File: src/rtl/data_memory_pkg.sv
// rtl/data_memory_pkg.sv - shared types and constants for the data memory controller
package data_memory_pkg;

   typedef enum logic [1:0] {INIT, IDLE, WAIT} state_e;

   localparam int PRELOAD_LEN = 4;
   localparam int WAIT_CNT_W  = 4;

   // Element [0] is written first.
   localparam logic [PRELOAD_LEN-1:0][7:0] PRELOAD_TBL = {8'd9, 8'd150, 8'd7, 8'd150};

endpackage

File: src/rtl/data_memory_ctrl_mem_array.sv
// rtl/data_memory_ctrl_mem_array.sv - single-port storage, sync write, registered read
module mem_array #(
   parameter int DATA_W = 8,
   parameter int ADDR_W = 8
) (
   input  logic              clk_i,
   input  logic              rst_i,
   input  logic              we_i,
   input  logic [ADDR_W-1:0] waddr_i,
   input  logic [DATA_W-1:0] wdata_i,
   input  logic              re_i,
   input  logic [ADDR_W-1:0] raddr_i,
   output logic [DATA_W-1:0] rdata_o
);

   logic [DATA_W-1:0] mem_q [2**ADDR_W];
   logic [DATA_W-1:0] rdata_q;

   always_ff @(posedge clk_i) begin
      if (we_i) begin
         mem_q[waddr_i] <= wdata_i;
      end
   end

   // Same-address collision returns the data being written.
   always_ff @(posedge clk_i) begin
      if (rst_i) begin
         rdata_q <= '0;
      end else if (re_i) begin
         rdata_q <= (we_i && (waddr_i == raddr_i)) ? wdata_i : mem_q[raddr_i];
      end
   end

   assign rdata_o = rdata_q;

endmodule

File: src/rtl/data_memory_ctrl.sv
// rtl/data_memory_ctrl.sv - handshaked data memory with wait states and reset-time preload
module data_memory_ctrl
   import data_memory_pkg::*;
#(
   parameter int DATA_W       = 8,
   parameter int ADDR_W       = 8,
   parameter int WAIT_STATES  = 0,
   parameter int PRELOAD_EN   = 1,
   parameter int PRELOAD_BASE = 100
) (
   input  logic              clock,
   input  logic              reset,
   input  logic              memWrite,
   input  logic              memRead,
   input  logic [ADDR_W-1:0] address,
   input  logic [DATA_W-1:0] data,
   output logic [DATA_W-1:0] out,
   output logic              ready,
   output logic              done
);

   localparam bit                    ZERO_WAIT   = (WAIT_STATES == 0);
   localparam logic [WAIT_CNT_W-1:0] WAIT_INIT   = WAIT_CNT_W'(WAIT_STATES);
   localparam logic [ADDR_W-1:0]     BASE        = ADDR_W'(PRELOAD_BASE);
   localparam state_e                RESET_STATE = (PRELOAD_EN != 0) ? INIT : IDLE;

   state_e                  state_q, state_d;
   logic [1:0]              idx_q, idx_d;
   logic [WAIT_CNT_W-1:0]   cnt_q, cnt_d;
   logic                    ready_q, ready_d;
   logic                    done_q;
   logic                    rd_q, rd_d, wr_q, wr_d;
   logic [ADDR_W-1:0]       addr_q, addr_d;
   logic [DATA_W-1:0]       data_q, data_d;
   logic                    accept, complete;
   logic                    op_rd, op_wr;
   logic [ADDR_W-1:0]       op_addr;
   logic [DATA_W-1:0]       op_data;
   logic                    preloading;
   logic                    mem_we, mem_re;
   logic [ADDR_W-1:0]       mem_waddr;
   logic [DATA_W-1:0]       mem_wdata;

   assign accept = ready_q & (memRead | memWrite);

   always_comb begin
      state_d  = state_q;
      idx_d    = idx_q;
      cnt_d    = cnt_q;
      ready_d  = ready_q;
      rd_d     = rd_q;
      wr_d     = wr_q;
      addr_d   = addr_q;
      data_d   = data_q;
      complete = 1'b0;
      if (accept) begin
         rd_d   = memRead;
         wr_d   = memWrite;
         addr_d = address;
         data_d = data;
      end
      unique case (state_q)
         INIT: begin
            idx_d   = idx_q + 2'd1;
            ready_d = 1'b0;
            if (idx_q == 2'(PRELOAD_LEN - 1)) begin
               state_d = IDLE;
               ready_d = 1'b1;
            end
         end
         IDLE: begin
            ready_d = 1'b1;
            if (accept) begin
               if (ZERO_WAIT) begin
                  complete = 1'b1;
               end else begin
                  state_d = WAIT;
                  cnt_d   = WAIT_INIT;
                  ready_d = 1'b0;
               end
            end
         end
         WAIT: begin
            cnt_d = cnt_q - WAIT_CNT_W'(1);
            if (cnt_q == WAIT_CNT_W'(1)) begin
               complete = 1'b1;
               state_d  = IDLE;
               ready_d  = 1'b1;
            end
         end
         default: begin
            state_d = IDLE;
            ready_d = 1'b0;
         end
      endcase
   end

   // Zero-wait accesses complete on the accept edge, so they use the live request.
   assign op_rd   = ZERO_WAIT ? memRead  : rd_q;
   assign op_wr   = ZERO_WAIT ? memWrite : wr_q;
   assign op_addr = ZERO_WAIT ? address  : addr_q;
   assign op_data = ZERO_WAIT ? data     : data_q;

   assign preloading = (state_q == INIT);
   assign mem_we     = ~reset & (preloading | (complete & op_wr));
   assign mem_re     = complete & op_rd;
   assign mem_waddr  = preloading ? (BASE + ADDR_W'(idx_q)) : op_addr;
   assign mem_wdata  = preloading ? DATA_W'(PRELOAD_TBL[idx_q]) : op_data;

   always_ff @(posedge clock) begin
      if (reset) begin
         state_q <= RESET_STATE;
         idx_q   <= '0;
         cnt_q   <= '0;
         ready_q <= 1'b0;
         done_q  <= 1'b0;
         rd_q    <= 1'b0;
         wr_q    <= 1'b0;
         addr_q  <= '0;
         data_q  <= '0;
      end else begin
         state_q <= state_d;
         idx_q   <= idx_d;
         cnt_q   <= cnt_d;
         ready_q <= ready_d;
         done_q  <= complete;
         rd_q    <= rd_d;
         wr_q    <= wr_d;
         addr_q  <= addr_d;
         data_q  <= data_d;
      end
   end

   mem_array #(
      .DATA_W (DATA_W),
      .ADDR_W (ADDR_W)
   ) u_mem_array (
      .clk_i   (clock),
      .rst_i   (reset),
      .we_i    (mem_we),
      .waddr_i (mem_waddr),
      .wdata_i (mem_wdata),
      .re_i    (mem_re),
      .raddr_i (op_addr),
      .rdata_o (out)
   );

   assign ready = ready_q;
   assign done  = done_q;

endmodule

File: config.mk
export PLATFORM = sky130hd
export DESIGN_NAME = data_memory_ctrl
export DESIGN_NICKNAME = d
export VERILOG_FILES = /design/src/rtl/data_memory_pkg.sv /design/src/rtl/data_memory_ctrl_mem_array.sv /design/src/rtl/data_memory_ctrl.sv
export SDC_FILE = /design/constraint.sdc
export NUM_CORES = 2
export LEC_CHECK = 0
export CAP_MARGIN = 15
export CELL_PAD_IN_SITES_DETAIL_PLACEMENT = 1
export CELL_PAD_IN_SITES_GLOBAL_PLACEMENT = 2
export CORE_ASPECT_RATIO = 0.7
export CORE_UTILIZATION = 30
export DETAILED_ROUTE_END_ITERATION = 12
export PLACE_DENSITY_LB_ADDON = 0.1
export SLEW_MARGIN = 20
export SYNTH_ARGS = -nofsm -noshare
export SYNTH_HDL_FRONTEND = slang
export SYNTH_SLANG_ARGS = --single-unit
File: constraint.sdc
create_clock -name clock -period 28.3 [get_ports clock]
set_clock_uncertainty 0.2 [all_clocks]
set_input_delay 8.49 -clock clock [delete_from_list [all_inputs] [get_ports clock]]
set_output_delay 8.49 -clock clock [all_outputs]
set_load 0.01 [all_outputs]
-- Word-level counts from Yosys, hierarchy flattened
Memory sizes are Yosys's and may differ from the RTL's. A register that Yosys moved wholly into a read port is not among the register bits.
Index checks and enable logic that the tools add are counted.
- register bits after elaboration: 10
- latch bits: 0
- RAM bits: 2048
- ROM bits: 0
- logic and storage cells: 41
- memories: 1
- memory list (name ; words ; width ; read ports ; clocked after Yosys merged registers in ; write ports ; RTL line ; text):
    u_mem_array.mem_q ; 256 ; 8 ; 1 ; 1 ; 1 ; data_memory_ctrl_mem_array.sv:16 ; logic [DATA_W-1:0] mem_q [2**ADDR_W];
- add/subtract/negate cells: 3
- $mul: 0
- div/mod/pow operators: 0
- $lt $le $gt $ge: 1
- equal/unequal tests: 6
- shift-type cells: 0
- multiplexer cells: 15
- bitwise logic cells: 8
- reductions and logical operators: 2
- operators with widths (kind ; number):
    $mux 8 ; 3
    $bmux 8 s2 ; 1
    $add 7x2->8 const A ; 1
    $mux 1 ; 6
    $pmux 2 s3 ; 1
    $and 1x1->1 ; 4
    $eq 2x2->1 const B ; 2
    $eq 4x1->1 const B ; 1
    $mux 2 ; 2
    $sub 4x1->4 const B ; 1
    $lt 2x3->1 const B ; 1
    $pmux 1 s3 ; 1
    $reduce_and 3->1 ; 1
    $add 2x1->2 const B ; 1
    $eq 2x1->1 const B ; 1
    $logic_not 2->1 ; 1
    $ne 2x1->1 const B ; 1
    $ne 2x2->1 const B ; 1
    $not 1->1 ; 2
    $or 1x1->1 ; 2
    $pmux 1 s2 ; 1

-- Logic depth before layout (Yosys ltp)
- depth after elaboration: 9
- mapped depth: 13
- mapped depth without buffers: 7

-- Cells and area by module
A second synthesis with hierarchy kept.
- cells, all modules: 3874
- area total of the unflattened synthesis: 80529.7 um^2
- modules (own cells, without submodules) (module ; instances ; cells each ; area each (um^2) ; seq. area each (um^2)):
    mem_array ; 1 ; 3823 ; 80140.6 ; 61659.1
    data_memory_ctrl ; 1 ; 51 ; 389.1 ; 100.1

-- Least setup slack after synthesis
Ideal clock, no wire load.
- path type: input port to flip-flop
- from: in data[1]
- to: reg u_mem_array.rdata_q[1], in the netlist u_mem_array.rdata_o[1], read port of u_mem_array.mem_q
- arrival: 15687 ps
- data required time: 28041 ps
- path slack: 12354 ps
- stages: 5
- path buffers: 0
- path through: nand2_1 -> o21ai_0 -> o21ai_0 -> nor4_1 -> a2111o_1
- RTL lines (element ; RTL line ; text):
    start, declared ; data_memory_ctrl.sv:16 ; input logic [DATA_W-1:0] data,
    end, declared ; data_memory_ctrl_mem_array.sv:17 ; logic [DATA_W-1:0] rdata_q;

==> out/metrics.yaml <==
yosys:
  synth.yosys.seq_area_share_pct: 76.67
  yosys-mux-area-fraction_pct: 15.58
  synthesized_area_per_cell_um2: 20.99
  yosys_warnings: 0
  synth_area_mm2: 0.08055
  synthAdderAreaFrac_pct: 0.03107
  synth_top_family_by_area: "multiplexers"
  post_synth_xor_area_fraction_pct: 0.03262
  syn-num-nets: 3860
  synthCells: 3838
  synth_top_flop_cell: "sky130_fd_sc_hd__edfxtp_1"
  synth_cell_type_count: 76
  synth-compound-area-share_pct: 2.763
  synth_simple_gate_area_share_pct: 3.049
  synth.ff_latch_count: 2061
  synthArstFlopShare_pct: 0
  synth-edff-count: 2048
global_route:
  grt_max_degree: 190
  grt.overflow.total: 0
  grt_pass1_wl_mm: 381.0
  gr-usage-all-layers_pct: 20.44
  number_of_global_route_vias_before_repair: 41260
  grt_antenna_before_repair: 33
timing:
  report.final.slew_viol_count: 0
  post-route-period-util_pct: 47.20
  final-hold-violation-count: 0
  timing_worst_slew_pin_value_ns: 1.271
  final-setup-viol-count: 0
  rsz0062_at_grt: "no"
  clock.fmax_mhz: 74.87
  period_needed_ns: 13.36
  maxSlewHeadroom_pct: 15.26
  final_total_negative_setup_slack_ns: 0
clock_tree:
  cts_repair_resize_count: 0
  cts.hold.buffers_added: 0
  cts.sink_count: 2061
  max-clock-path-buffers: 4
  number_of_buffers_created_by_cts: 218
  cts-root-buf: "sky130_fd_sc_hd__clkbuf_16"
  post_cts.repair.setup_buffers: 0
  htree_levels: 4
  clock_latency_ns: 0.85
  cts.reportedPaths.clkPinSlew_ns: 0.06
  cts_tree: "built"
layout:
  drive_gt1_share_pct: 23.36
  filler_cell_count: 25790
  mostFrequentLayoutCells: "sky130_fd_sc_hd__edfxtp_1 (2048), sky130_fd_sc_hd__mux4_2 (479), sky130_fd_sc_hd__nor2_1 (304), sky130_fd_sc_hd__clkbuf_16 (222), sky130_fd_sc_hd__mux2i_1 (135)"
  final_common_cell: "sky130_fd_sc_hd__edfxtp_1"
  layout.nets: 4003
  syn_to_final_growth_pct: 13.95
route:
  met3_wirelength_mm: 16.11
  drt-pass1-iter-count: 5
  routedLengthMet1_mm: 138.1
  detail-route-antenna-nets: 0
  drt_first_iter_violations: 4122
  routed_wl_met2_mm: 121.6
  remaining_drc_errors: 0
  top_layer_used: "met4"
  avgViaCountPerCell: 5.272
  num_vias: 40440
  drt-wirelength-per-cell_um: 36.60
  routed_wl_mm: 280.8
hold_path:
  hold_path.class: "reg -> reg"
power_and_ir_drop:
  power_mw: 6.801
  power_per_cell_area_mw_per_mm2: 74.09
  highest_ir_drop_seen_on_vdd_mv: 0.05256
  power.leakage_nw: 27.93
worst_setup_path:
  launch_point_of_the_worst_path: "address[0]"
  crit_chain: "buf_8 > buf_4 > buf_4 > buf_4 > buf_4 > mux4_2 > mux4_2 > a21oi_1 > o2111ai_1 > a221o_1"
  path_buf_inv: 5
  timing.reg2reg.worst_path_depth: 7
  worst-endpoint-arrival_ns: 13.89
  crit_path_top_delay_cell: "sky130_fd_sc_hd__buf_4"
  setup.worst_path.class: "in -> reg"
  worst-path-stages: 10
  critical_path.endpoint: "u_mem_array.rdata_o[0]"
  reg2reg_to: "u_mem_array.rdata_o[3]"
  cp_common_cell: "sky130_fd_sc_hd__buf_4"
  endpoint_kind: "flip-flop"
  reg2reg_slack_ns: 22.87
  crit_path_max_fanout: 49
  cpLargestDelayFamily: "buffers and inverters"
  regToRegStartpoint: "idx_q[0]"
  worstPathRequired_ns: 28.84
  startpoint_type: "input port"
  worst_path_largest_cell_delay_ns: 0.77
floorplan:
  die_x_um: 621.3
  initial_utilization_pct: 30.30
  die_footprint_mm2: 0.2706
  fp.dieH_um: 435.5
  placeableCoreArea_mm2: 0.2659
  ports: 30
  core.rowCount: 158
placed_design:
  routability_driven_placement_congestion_ratio: 0.7764
  io_buffer_count: 29
  place.detailed.hpwl_mm: 170.2
outcome:
  outcome: "complete, no violations"
flow_run:
  drv_cap: 0
## worst min-delay path: cells and delay by family (launching register included)
family | cells | cell delay (ns)
AO/OA/AOI/OAI | 1 | 0.09
AND/OR/NAND/NOR | 1 | 0.13
flip-flops | 1 | 0.45
## worst min-delay path by stage
stage                           start                      to  slack (ns)  cells past startpoint
4_1_cts        u_mem_array.rdata_o[6]  u_mem_array.rdata_o[6]        0.54                      2
6_report       u_mem_array.rdata_o[3]  u_mem_array.rdata_o[3]        0.52                      2
3_3_place_gp   u_mem_array.rdata_o[6]  u_mem_array.rdata_o[6]        0.55                      2
3_5_place_dp   u_mem_array.rdata_o[6]  u_mem_array.rdata_o[6]        0.53                      2
2_1_floorplan  u_mem_array.rdata_o[3]  u_mem_array.rdata_o[3]        0.31                      2
5_1_grt        u_mem_array.rdata_o[7]  u_mem_array.rdata_o[7]        0.56                      2
## state kept, by name, indices dropped and copies added, names as in the netlist
register / flops
ready: 1
idx_q: 2
u_mem_array.mem_q: 2048
state_q: 1
done: 1
u_mem_array.rdata_o: 8
## cells in the mapped netlist (all sizes together), types with 5 or more instances
| library cell | n | area [µm²] |
|---|---|---|
| a2111oi | 14 | 128.9 |
| a211oi | 28 | 210.2 |
| a21oi | 51 | 255.2 |
| a221o | 6 | 60.06 |
| a221oi | 21 | 183.9 |
| a22o | 9 | 78.83 |
| a22oi | 37 | 277.8 |
| a311oi | 5 | 43.79 |
| a31oi | 9 | 56.30 |
| and2 | 15 | 96.35 |
| and3 | 7 | 43.79 |
| buf | 143 | 1120 |
| clkbuf | 92 | 354.1 |
| dfxtp | 13 | 260.3 |
| edfxtp | 2048 | 61500 |
| inv | 10 | 37.54 |
| mux2 | 13 | 146.4 |
| mux2i | 135 | 1351 |
| mux4 | 489 | 11050 |
| nand2 | 138 | 518.0 |
| nand2b | 6 | 37.54 |
| nand3 | 30 | 150.1 |
| nand4 | 6 | 37.54 |
| nor2 | 319 | 1197 |
| nor2b | 21 | 131.4 |
| nor3 | 16 | 85.08 |
| nor4 | 11 | 68.82 |
| o2111ai | 6 | 52.55 |
| o211ai | 10 | 75.07 |
| o21ai | 29 | 148.9 |
| o221ai | 18 | 157.7 |
| o22ai | 31 | 193.9 |
| o31ai | 8 | 60.06 |
## layout make-up
cell class	instances	area (µm²)	share of cell area [%]
Tap cell	3520	4404	4.798
Timing Repair Buffer	158	1368	1.490
Multi-Input combinational cell	1532	17580	19.16
Clock inverter	109	840.8	0.9160
Sequential cell	2061	61760	67.29
Antenna cell	8	20.02	0.02181
Clock buffer	273	5767	6.283
Inverter	10	45.04	0.04907
## logic make-up (layout without fill, tap and decap cells)
family                     count (synthesis)  count (layout)
xor gates and xnor gates                   3               3
and+or+nand+nor                          581             581
other                                      0               8
buffers and inverters                    245             550
AOI/OAI and AO/OA                        309             309
DFF                                     2061            2061
adders and majority gates                  2               2
muxes                                    637             637
## metal layers
layer	vias to the layer above	GRT usage, %
met3	294	3.263
met2	1136	29.92
met5	-	0
met4	0	3.563
met1	22730	32.11
li1	16290	-
## stage by stage
step | setup slack, ns | hold slack, ns | std cells | util (%) | cell area, µm²
after floorplan | 12.35 | 0.3062 | 3838 | - | 80550
after global placement | 13.96 | 0.5548 | 7278 | 31.99 | 85060
after detailed placement | 14.00 | 0.5266 | 7280 | 32.01 | 85110
after CTS | 14.92 | 0.5375 | 7662 | 34.49 | 91710
after global routing | 14.60 | 0.5586 | 7663 | 34.51 | 91770
final | 14.94 | 0.5187 | 7671 | 34.52 | 91790
## power by group
group / switching (mW) / internal [mW]
logic: 0.410 / 0.119
registers: 0.00585 / 3.49
clock network: 1.23 / 1.55
total: 1.64 / 5.16
No activity file was read; power rests on OpenSTA's default activity.
